**src/rtl/arcade_input_mapper.sv**
```systemverilog
// arcade_input_mapper: PS/2 key decode merged with MiSTer joysticks, coin stretching
// and an auto-coin-on-start sequencer. Define INPUT_AUTOFIRE_EN to build fire0 autofire.
module arcade_input_mapper #(
  parameter int PLAYERS      = 2,
  parameter int BUTTONS      = 1,
  parameter int COIN_CYCLES  = 600000,
  parameter int GAP_CYCLES   = 600000,
  parameter int AUTOFIRE_DIV = 200000
) (
  input  logic                       clk_sys,
  input  logic                       reset_n,
  input  logic [10:0]                ps2_key,
  input  logic [16*PLAYERS-1:0]      joy_in,
  input  logic                       auto_coin,
  input  logic [PLAYERS-1:0]         autofire,
  output logic [4*PLAYERS-1:0]       dir_out,
  output logic [BUTTONS*PLAYERS-1:0] fire_out,
  output logic [PLAYERS-1:0]         start_out,
  output logic [1:0]                 coin_out
);

  localparam int MAX_CG  = (COIN_CYCLES > GAP_CYCLES) ? COIN_CYCLES : GAP_CYCLES;
  localparam int MAX_ALL = (MAX_CG > AUTOFIRE_DIV) ? MAX_CG : AUTOFIRE_DIV;
  localparam int CW      = $clog2(MAX_ALL) + 1;
  localparam int PW      = (PLAYERS > 1) ? $clog2(PLAYERS) : 1;
  localparam logic [CW-1:0] COIN_LOAD = CW'(COIN_CYCLES - 1);
  localparam logic [CW-1:0] GAP_LOAD  = CW'(GAP_CYCLES - 1);
  localparam logic [CW-1:0] ONE       = CW'(1);

  localparam int NKEYS = 17;
  localparam int K_P0_UP = 0, K_P0_DOWN = 1, K_P0_LEFT = 2, K_P0_RIGHT = 3;
  localparam int K_P0_FIRE_A = 4, K_P0_FIRE_B = 5;
  localparam int K_P1_UP = 6, K_P1_DOWN = 7, K_P1_LEFT = 8, K_P1_RIGHT = 9, K_P1_FIRE = 10;
  localparam int K_START0_A = 11, K_START0_B = 12, K_START1_A = 13, K_START1_B = 14;
  localparam int K_COIN1 = 15, K_COIN2 = 16;

  typedef enum logic [1:0] {S_IDLE, S_COIN, S_GAP, S_START} state_t;

  // ---------------- PS/2 event decode ----------------
  logic             tog_q, primed_q, key_event;
  logic [NKEYS-1:0] key_match, key_q, key_d;

  // primed_q keeps the first post-reset cycle from seeing a stale toggle
  assign key_event = primed_q && (ps2_key[10] != tog_q);

  always_comb begin
    key_match = '0;
    case (ps2_key[7:0])
      8'h75:   key_match[K_P0_UP]     = 1'b1;
      8'h72:   key_match[K_P0_DOWN]   = 1'b1;
      8'h6B:   key_match[K_P0_LEFT]   = 1'b1;
      8'h74:   key_match[K_P0_RIGHT]  = 1'b1;
      8'h29:   key_match[K_P0_FIRE_A] = 1'b1;
      8'h14:   key_match[K_P0_FIRE_B] = ~ps2_key[8];
      8'h1D:   key_match[K_P1_UP]     = 1'b1;
      8'h1B:   key_match[K_P1_DOWN]   = 1'b1;
      8'h1C:   key_match[K_P1_LEFT]   = 1'b1;
      8'h23:   key_match[K_P1_RIGHT]  = 1'b1;
      8'h12:   key_match[K_P1_FIRE]   = ~ps2_key[8];
      8'h16:   key_match[K_START0_A]  = 1'b1;
      8'h05:   key_match[K_START0_B]  = 1'b1;
      8'h1E:   key_match[K_START1_A]  = 1'b1;
      8'h06:   key_match[K_START1_B]  = 1'b1;
      8'h2E:   key_match[K_COIN1]     = 1'b1;
      8'h36:   key_match[K_COIN2]     = 1'b1;
      default: key_match = '0;
    endcase
  end

  always_comb begin
    key_d = key_q;
    if (key_event) begin
      for (int unsigned i = 0; i < NKEYS; i++) begin
        if (key_match[i]) key_d[i] = ps2_key[9];
      end
    end
  end

  // ---------------- keyboard / joystick merge ----------------
  logic [4*PLAYERS-1:0]       raw_dir;
  logic [BUTTONS*PLAYERS-1:0] raw_fire;
  logic [PLAYERS-1:0]         raw_start;
  logic [1:0]                 raw_coin;
  logic [3:0]                 kdir;
  logic                       kfire, kstart;

  always_comb begin
    raw_dir   = '0;
    raw_fire  = '0;
    raw_start = '0;
    raw_coin  = {key_q[K_COIN2], key_q[K_COIN1]};
    kdir      = '0;
    kfire     = 1'b0;
    kstart    = 1'b0;
    for (int unsigned p = 0; p < PLAYERS; p++) begin
      kdir   = '0;
      kfire  = 1'b0;
      kstart = 1'b0;
      if (p == 0) begin
        kdir   = {key_q[K_P0_UP], key_q[K_P0_DOWN], key_q[K_P0_LEFT], key_q[K_P0_RIGHT]};
        kfire  = key_q[K_P0_FIRE_A] | key_q[K_P0_FIRE_B];
        kstart = key_q[K_START0_A] | key_q[K_START0_B];
      end else if (p == 1) begin
        kdir   = {key_q[K_P1_UP], key_q[K_P1_DOWN], key_q[K_P1_LEFT], key_q[K_P1_RIGHT]};
        kfire  = key_q[K_P1_FIRE];
        kstart = key_q[K_START1_A] | key_q[K_START1_B];
      end
      raw_dir[4*p +: 4]              = joy_in[16*p +: 4] | kdir;
      raw_fire[BUTTONS*p +: BUTTONS] = joy_in[16*p+4 +: BUTTONS];
      raw_fire[BUTTONS*p]            = joy_in[16*p+4] | kfire;
      raw_start[p]                   = joy_in[16*p+4+BUTTONS] | kstart;
      raw_coin[0]                    = raw_coin[0] | joy_in[16*p+5+BUTTONS];
    end
  end

  // ---------------- auto-coin sequencer ----------------
  state_t             state_q, state_d;
  logic [CW-1:0]      seq_cnt_q, seq_cnt_d;
  logic [PW-1:0]      sel_q, sel_d, sel_lo;
  logic [PLAYERS-1:0] start_raw_q, start_edge, fsm_start, start_d;
  logic               fsm_coin, found;

  always_comb begin
    start_edge = raw_start & ~start_raw_q;
    sel_lo     = '0;
    found      = 1'b0;
    for (int unsigned p = 0; p < PLAYERS; p++) begin
      if (start_edge[p] && !found) begin
        sel_lo = PW'(p);
        found  = 1'b1;
      end
    end

    state_d   = state_q;
    seq_cnt_d = seq_cnt_q;
    sel_d     = sel_q;
    if (!auto_coin) begin
      state_d   = S_IDLE;
      seq_cnt_d = '0;
    end else begin
      case (state_q)
        S_IDLE: if (found) begin
          state_d   = S_COIN;
          seq_cnt_d = COIN_LOAD;
          sel_d     = sel_lo;
        end
        S_COIN: if (seq_cnt_q == '0) begin
          state_d   = S_GAP;
          seq_cnt_d = GAP_LOAD;
        end else seq_cnt_d = seq_cnt_q - ONE;
        S_GAP: if (seq_cnt_q == '0) begin
          state_d   = S_START;
          seq_cnt_d = COIN_LOAD;
        end else seq_cnt_d = seq_cnt_q - ONE;
        S_START: if (seq_cnt_q == '0) state_d = S_IDLE;
                 else seq_cnt_d = seq_cnt_q - ONE;
        default: state_d = S_IDLE;
      endcase
    end

    // outputs gated by auto_coin so dropping it releases them the same cycle
    fsm_coin  = auto_coin && (state_q == S_COIN);
    fsm_start = '0;
    if (auto_coin && (state_q == S_START)) fsm_start[sel_q] = 1'b1;
    start_d = auto_coin ? fsm_start : raw_start;
  end

  // ---------------- coin stretch ----------------
  logic [1:0]         coin_raw_q, coin_d;
  logic [1:0][CW-1:0] coin_cnt_q, coin_cnt_d;

  always_comb begin
    for (int unsigned s = 0; s < 2; s++) begin
      if (raw_coin[s] && !coin_raw_q[s]) coin_cnt_d[s] = COIN_LOAD;
      else if (coin_cnt_q[s] != '0)      coin_cnt_d[s] = coin_cnt_q[s] - ONE;
      else                               coin_cnt_d[s] = '0;
    end
    coin_d[0] = raw_coin[0] | (coin_cnt_q[0] != '0) | fsm_coin;
    coin_d[1] = raw_coin[1] | (coin_cnt_q[1] != '0);
  end

  // ---------------- fire / autofire ----------------
  logic [BUTTONS*PLAYERS-1:0] fire_d;

`ifdef INPUT_AUTOFIRE_EN
  logic [PLAYERS-1:0]         af_raw_q, af_phase_q, af_phase_d;
  logic [PLAYERS-1:0][CW-1:0] af_cnt_q, af_cnt_d;
  localparam logic [CW-1:0]   AF_LOAD = CW'(AUTOFIRE_DIV - 1);

  always_comb begin
    fire_d     = raw_fire;
    af_phase_d = '0;
    af_cnt_d   = '0;
    for (int unsigned p = 0; p < PLAYERS; p++) begin
      if (autofire[p] && raw_fire[BUTTONS*p]) begin
        if (!af_raw_q[p]) begin
          af_phase_d[p] = 1'b1;
          af_cnt_d[p]   = AF_LOAD;
        end else if (af_cnt_q[p] == '0) begin
          af_phase_d[p] = ~af_phase_q[p];
          af_cnt_d[p]   = AF_LOAD;
        end else begin
          af_phase_d[p] = af_phase_q[p];
          af_cnt_d[p]   = af_cnt_q[p] - ONE;
        end
        fire_d[BUTTONS*p] = af_phase_d[p];
      end
    end
  end

  always_ff @(posedge clk_sys or negedge reset_n) begin
    if (!reset_n) begin
      af_raw_q   <= '0;
      af_phase_q <= '0;
      af_cnt_q   <= '0;
    end else begin
      for (int unsigned p = 0; p < PLAYERS; p++) af_raw_q[p] <= raw_fire[BUTTONS*p];
      af_phase_q <= af_phase_d;
      af_cnt_q   <= af_cnt_d;
    end
  end
`else
  assign fire_d = raw_fire;
`endif

  // ---------------- registers ----------------
  logic [4*PLAYERS-1:0]       dir_q;
  logic [BUTTONS*PLAYERS-1:0] fire_q;
  logic [PLAYERS-1:0]         start_q;
  logic [1:0]                 coin_q;

  always_ff @(posedge clk_sys or negedge reset_n) begin
    if (!reset_n) begin
      tog_q       <= 1'b0;
      primed_q    <= 1'b0;
      key_q       <= '0;
      dir_q       <= '0;
      fire_q      <= '0;
      start_q     <= '0;
      coin_q      <= '0;
      coin_raw_q  <= '0;
      coin_cnt_q  <= '0;
      start_raw_q <= '0;
      state_q     <= S_IDLE;
      seq_cnt_q   <= '0;
      sel_q       <= '0;
    end else begin
      tog_q       <= ps2_key[10];
      primed_q    <= 1'b1;
      key_q       <= key_d;
      dir_q       <= raw_dir;
      fire_q      <= fire_d;
      start_q     <= start_d;
      coin_q      <= coin_d;
      coin_raw_q  <= raw_coin;
      coin_cnt_q  <= coin_cnt_d;
      start_raw_q <= raw_start;
      state_q     <= state_d;
      seq_cnt_q   <= seq_cnt_d;
      sel_q       <= sel_d;
    end
  end

  assign dir_out   = dir_q;
  assign fire_out  = fire_q;
  assign start_out = start_q;
  assign coin_out  = coin_q;

  // spare joystick bits (and autofire when not built) are intentionally unused
  logic unused_inputs;
  assign unused_inputs = ^{joy_in, autofire};

endmodule
```
**config.mk**
```make
export PLATFORM = sky130hd
export DESIGN_NAME = arcade_input_mapper
export DESIGN_NICKNAME = d
export VERILOG_FILES = /design/src/rtl/arcade_input_mapper.sv
export SDC_FILE = /design/constraint.sdc
export NUM_CORES = 1
export LEC_CHECK = 0
export CAP_MARGIN = 20
export CORE_MARGIN = 1
export CORE_UTILIZATION = 45
export CTS_BUF_LIST = sky130_fd_sc_hd__clkbuf_16
export DETAILED_ROUTE_END_ITERATION = 10
export HOLD_SLACK_MARGIN = 0.15
export PLACE_DENSITY = 0.67
export SLEW_MARGIN = 20
export SYNTH_ARGS = -nofsm -noshare
export SYNTH_HDL_FRONTEND = slang
export SYNTH_SLANG_ARGS = --single-unit
export TNS_END_PERCENT = 5
```
**constraint.sdc**
```tcl
create_clock -name clk_sys -period 3.75 [get_ports clk_sys]
set_input_delay 0.75 -clock clk_sys [delete_from_list [all_inputs] [get_ports clk_sys]]
set_output_delay 0.75 -clock clk_sys [all_outputs]
set_load 0.02 [all_outputs]
```
==> run_results.csv, run 1 <==
group,metric,value,unit
grt,grt_util_met1,26.7,%
flow_run,drv_cap,0,
synth,synth_adder_area_share,2.20,%
grt,grt_pass1_vias,3927,
finish,layout_commonest_cell,"dfrtp_1",
sta,setup_viol,0,
clock_tree,cts-hold-fix-buffers,0,
routing,drc,0,
finish,diodes,0,
sta,max_freq,0.343,GHz
finish,nNetsFinal,608,
sta,hold_viol_final,0,
clock_tree,clock_latency,360,ps
sta,slew_viol_final,0,
grt,grtUsageMet2,32.6,%
placed_design,dp_slack,711,ps
clock_tree,clkSlewWorstSetupHoldPaths,70,ps
synth,synth_cells,506,
routing,viasPerCell,5.68,
clock_tree,htree_levels,3,
floorplan,rows,38,
power_and_ir_drop,irDropWorstVdd,412,µV
sta,grt_setup_unrepaired,"no",
routing,wire_per_inst,16.0,µm
sta,slew_headroom,38.9,%
finish,final_cell_mix,"dfrtp_1 (103), o21ai_0 (46), nor2_1 (45), clkdlybuf4s50_1 (40), nor3_1 (32)",
synth,synthArstFlopShare,100,%
sta,setup_ws,835,ps
worst_setup_path,criticalPathCategory,"flip-flop to flip-flop",
synth,synth.area.top_cells,"dfrtp_1 (50%), o21ai_0 (4.5%), xnor2_1 (3.9%), mux2_2 (3.7%), nor2_1 (3.3%)",
synth,syn_area,0.00513,mm²
synth,synth_top_family_by_area,"simple AND/OR/NAND/NOR gates",
synth,synth_edf_count,0,
grt,grt_pass1_wl,18700,µm
synth,ys_types,57,
synth,synth_top_cell_area_share,50.3,%
sta,fin_setup_tns,0,ps
worst_setup_path,crit_arrival,3120,ps
clock_tree,numCtsBuffers,9,
grt,grt_antenna_before_repair,0,
clock_tree,clock_sinks,103,
routing,drt_iter0_markers,251,
run_status,status,"completed",
finish,drive_above_1_share,11.3,%
sta,period_minus_slack,2920,ps
power_and_ir_drop,power.density,610,mW/mm²
worst_setup_path,path_max_fanout,8,
worst_setup_path,endpoint_kind,"flip-flop",
placed_design,gp_congestion,0.912,
clock_tree,ctsResizeCount,0,
routing,ant_nets,0,
grt,busiest_layer,"met2",
floorplan,ioPinCount,62,
floorplan,die_h,109,µm
grt,grt_use_total,20.4,%
worst_setup_path,worst_setup_path_start_kind,"flip-flop",
grt,grtUsageMet3,5.32,%
synth,synthMuxAreaShare,4.12,%
sta,fin_skew,6.33,ps
synth,synth-simple-area-share,20.8,%
clock_tree,post_cts_buffers,0,
floorplan,initial_core_util,46.7,%
clock_tree,cts_tree,"done",
synth,synth-seq-cells,103,
synth,synth_xor_area_share,5.46,%
synth,yosysWarnings,0,
clock_tree,clock_path_buffers,2,
synth,seq_area_frac_synth,50.3,%
synth,synthesis.nets,563,
routing,vias,3954,
placed_design,port_buffers,41,
finish,post-route-util,54.6,%
finish,area_delta_synth_final,17.0,%
sta,worst_pin_slew,909,ps
grt,grt_max_degree,82,
power_and_ir_drop,leakage,2.43,nW
placed_design,post-dp-hpwl,7510,µm
synth,synth_area_leader_cell,"dfrtp_1",
floorplan,coreArea,0.0110,mm²
routing,dr.pass1.iters,4,
worst_setup_path,cp.required,3950,ps
synth,synth_compound_area_share,14.3,%
sta,hold_slack,421,ps
floorplan,die_x,109,µm
routing,wirelength,11100,µm
grt,grt_overflow_total,0,
synth,synth.avg_cell_area,10.1,µm²
worst_hold_path,hold_class,"input pin to asynchronous set/reset pin",
synth,synth-main-ff-cell,"dfrtp_1",
clock_tree,cts_root_buf,"clkbuf_16",
floorplan,dieArea,0.0118,mm²
sta,timing.final.crit_share,77.7,%
## metrics by stage
stage / total power [mW] / area [µm²] / cells
final: 3.66 / 6000 / 696
after global routing: 3.89 / 6000 / 696
after CTS: 3.67 / 5990 / 696
after detailed placement: 2.72 / 5710 / 680
after global placement: 2.67 / 5710 / 680
after floorplan: 2.40 / 5130 / 506
## sequential cells by signal (all words and copies together), names as in the netlist
| signal | flops |
|---|---|
| primed_q | 1 |
| fire_out | 2 |
| seq_cnt_q | 21 |
| start_raw_q | 2 |
| coin_out | 2 |
| coin_raw_q | 2 |
| state_q | 2 |
| dir_out | 8 |
| sel_q | 1 |
| key_q | 17 |
| tog_q | 1 |
| start_out | 2 |
| coin_cnt_q | 42 |
## path summary, 6_finish.rpt
check	start	to	slack (ps)	cells past startpoint
min in group clk_sys	key_q[16]	coin_raw_q[1]	440	0
worst max-delay path	seq_cnt_q[0]	seq_cnt_q[6]	830	7
worst min register to register	key_q[16]	coin_raw_q[1]	440	0
worst min-delay path	reset_n	dir_out[0]	420	1
worst max register to register	seq_cnt_q[0]	seq_cnt_q[6]	830	7
max in group asynchronous	reset_n	coin_cnt_q[9]	2530	2
## cell families after synthesis
kind of cell             after synthesis
AO/OA/AOI/OAI                        109
XOR/XNOR                              32
adder cells (fa/ha/maj)                9
buffers and inverters                 34
flip-flops                           103
multiplexers                          19
other                                  1
AND/OR/NAND/NOR                      199
## metal layers
metal  up-vias  share of wire [%]
met5         -                  0
met2        93                 48
met3        15                4.2
met1      1924                 46
met4         0                1.6
li1       1922                  -
## critical path: stages (launching register included)
cell,delay [ps]
dfrtp_1,420
inv_1,90
ha_1,150
or4b_1,490
nor3_1,500
a21boi_0,210
o221ai_1,690
a22oi_1,210
## cells in the mapped netlist (all sizes together) (3+ instances only)
library cell	number
nor3	32
a22o	4
or2	14
a22oi	7
xnor2	23
dfrtp	103
nand4b	3
o31ai	7
nor4	14
a21boi	4
or4	13
xor2	9
o21ai	46
nand2	25
inv	18
a21oi	12
nor4b	3
o221ai	3
mux2	17
nand3b	5
o31a	3
buf	4
nor2b	5
nor2	45
o22ai	4
or3	15
and2	3
clkbuf	12
ha	9
o211ai	3
nand3	10
nand2b	5
## power breakdown
part | internal, mW | total, mW | switching (mW)
sequential | 1.33 | 1.55 | 0.220
combinational | 0.490 | 1.18 | 0.691
clock | 0.512 | 0.930 | 0.418
## layout make-up
type / count / area [µm²]
fill: 955 / 4980
sequential: 103 / 2580
multi-input combinational: 369 / 2410
timing repair buffer: 50 / 479
clock buffer: 9 / 225
tap: 140 / 175
inverter: 18 / 67.6
clock inverter: 7 / 63.8
Note: power is estimated with default switching activity, not from simulation.
==> run 2: changes to the inputs <==
Settings changed: PLACE_DENSITY 0.67 to 0.69.
Clock period 3.75 ns to 2.64 ns, I/O delays scaled along.
==> run 2 against run 1 <==
Total power rose by 42%. First-iteration DRC count is 12% lower. Clock skew is essentially flat. Core utilization rose by 1.3 points. Setup slack worse by 680 ps. Critical path type unchanged. Non-clock buffer count is 18 higher. Register-to-register slack lost 680 ps. Hold slack worse by 220 ps. Critical endpoint is now seq_cnt_q[9]. Largest cell class unchanged.
==> run_results.csv, run 2 (synthesized netlist as in run 1, its figures left out) <==
group,metric,value,unit
run_status,status,"completed",
sta,fin_setup_tns,0,ps
floorplan,ioPinCount,62,
sta,grt_setup_unrepaired,"no",
flow_run,drv_cap,0,
clock_tree,numCtsBuffers,9,
floorplan,rows,38,
grt,grt_max_degree,50,
sta,period_minus_slack,2480,ps
grt,grt_antenna_before_repair,0,
worst_setup_path,worst_setup_path_start_kind,"flip-flop",
worst_setup_path,endpoint_kind,"flip-flop",
routing,wl_met3,442,µm
routing,dr.pass1.iters,5,
finish,final_cell_mix,"dfrtp_1 (103), o21ai_0 (46), nor2_1 (45), clkdlybuf4s50_1 (40), nor3_1 (32)",
worst_setup_path,crit_path_frequent_cell,"nand3_1",
placed_design,place_area,0.00587,mm²
clock_tree,cts-hold-fix-buffers,0,
sta,hold_viol_final,0,
clock_tree,htree_levels,3,
sta,fin_skew,6.31,ps
finish,nNetsFinal,626,
grt,grt_pass1_wl,19400,µm
sta,slew_headroom,57.6,%
routing,wirelength,11200,µm
clock_tree,cts_tree,"done",
placed_design,gp_congestion,0.901,
routing,route.met2.wl,5430,µm
floorplan,die_h,109,µm
finish,largest_register_ffs,42,
routing,viasPerCell,5.70,
grt,grt_pass1_vias,4133,
finish,layout_commonest_cell,"dfrtp_1",
routing,ant_nets,0,
routing,dr.max_layer_used,"met4",
routing,drt_iter0_markers,222,
worst_setup_path,cp.required,2850,ps
grt,grt_overflow_total,0,
clock_tree,cts_root_buf,"clkbuf_16",
clock_tree,clock_sinks,103,
sta,setup_viol,0,
worst_setup_path,slowest_stage,"or4b_1",
sta,slew_viol_final,0,
placed_design,port_buffers,41,
clock_tree,clkSlewWorstSetupHoldPaths,70,ps
worst_setup_path,path_max_fanout,8,
floorplan,initial_core_util,46.7,%
clock_tree,post_cts_buffers,0,
grt,grt_use_total,21.0,%
routing,met1Wirelength,5180,µm
finish,diodes,0,
clock_tree,clock_path_buffers,2,
finish,regMostFlops,"coin_cnt_q",
sta,timing.final.crit_share,94.1,%
routing,vias,4067,
placed_design,post-dp-hpwl,7940,µm
worst_setup_path,crit_path_max_incr_delay,510,ps
worst_setup_path,crit_chain,"inv_1, ha_1, or4b_1, nor3_1, nand3_1, nand3_1, o21ai_0",
sta,max_freq,0.403,GHz
routing,wire_per_inst,15.7,µm
floorplan,dieArea,0.0118,mm²
worst_hold_path,hold_class,"input pin to asynchronous set/reset pin",
routing,drc,0,
finish,reg_top3,"coin_cnt_q x42, seq_cnt_q x21, key_q x17",
floorplan,die_x,109,µm
power_and_ir_drop,irDropWorstVdd,579,µV
floorplan,coreArea,0.0110,mm²
sta,hold_slack,197,ps
worst_setup_path,criticalPathCategory,"flip-flop to flip-flop",
power_and_ir_drop,leakage,2.52,nW
finish,drive_above_1_share,13.9,%
clock_tree,clock_latency,350,ps
finish,area_delta_synth_final,19.7,%
finish,final_area,0.00614,mm²
power_and_ir_drop,power.density,846,mW/mm²
sta,worst_pin_slew,633,ps
worst_setup_path,crit_arrival,2700,ps
## run 2: cell types whose count changed in the layout (fill, tap and decap cells not counted)
cell       before  now
or3_1          15   14
buf_6           1    0
or3_4           0    1
o31ai_4         0    1
clkinv_4        2    1
o31ai_2         1    0
buf_12          0    2
inv_1          18   20
bufinv_16       1    0
buf_4           9   26
## run 2: cell type report
type / count / area, µm²
clock buffer: 9 / 225
clock inverter: 7 / 32.5
fill: 945 / 4850
inverter: 18 / 67.6
multi-input combinational: 369 / 2420
sequential: 103 / 2580
tap: 140 / 175
timing repair buffer: 68 / 636
## run 2: per-stage QoR
| step | instances | util [%] | setup WS [ps] | power (mW) |
|---|---|---|---|---|
| 5_1_grt | 714 | 55.9 | 18.2 | 5.53 |
| 4_1_cts | 714 | 55.8 | 97.1 | 5.18 |
| 3_5_place_dp | 698 | 53.4 | 40.0 | 3.98 |
| 6_report | 714 | 55.9 | 156 | 5.19 |
| 2_1_floorplan | 506 | - | 258 | 3.40 |
| 3_3_place_gp | 698 | 53.4 | 70.5 | 3.92 |
## run 2: path summary, 6_finish.rpt
check | to | depth (start not counted) | start | slack (ps)
worst max-delay path | seq_cnt_q[9] | 7 | seq_cnt_q[0] | 160
worst min-delay path | fire_out[0] | 1 | reset_n | 200
worst max register to register | seq_cnt_q[9] | 7 | seq_cnt_q[0] | 160
worst min register to register | coin_raw_q[1] | 0 | key_q[16] | 440
max in group asynchronous | seq_cnt_q[18] | 2 | reset_n | 1790
min in group clk_sys | coin_raw_q[1] | 0 | key_q[16] | 440
## run 2: repair_timing
action | 4_1_cts | 5_1_grt
resized for setup | 0 | 2
endpoints found under the setup margin | 0 | 4
hold endpoints to repair | 0 | 0
## run 2: routing by layer
metal  track usage, %  up-vias
met5                0        -
met4             6.95        0
met2             34.9       87
met3             4.24       14
met1             27.5     1998
li1                 -     1968
## run 2: critical path: cells and delay by family (launching register included)
kind | cells | cell delay (ps)
AND/OR/NAND/NOR | 4 | 1550
flip-flops | 1 | 420
AO/OA/AOI/OAI | 1 | 150
adder cells (fa/ha/maj) | 1 | 140
buffers and inverters | 1 | 90
## run 2: power breakdown
group	switching [mW]	leakage (nW)	internal [mW]	total, mW
clock network	0.557	0.134	0.623	1.18
registers	0.308	1.27	1.89	2.20
logic	1.02	1.12	0.788	1.81
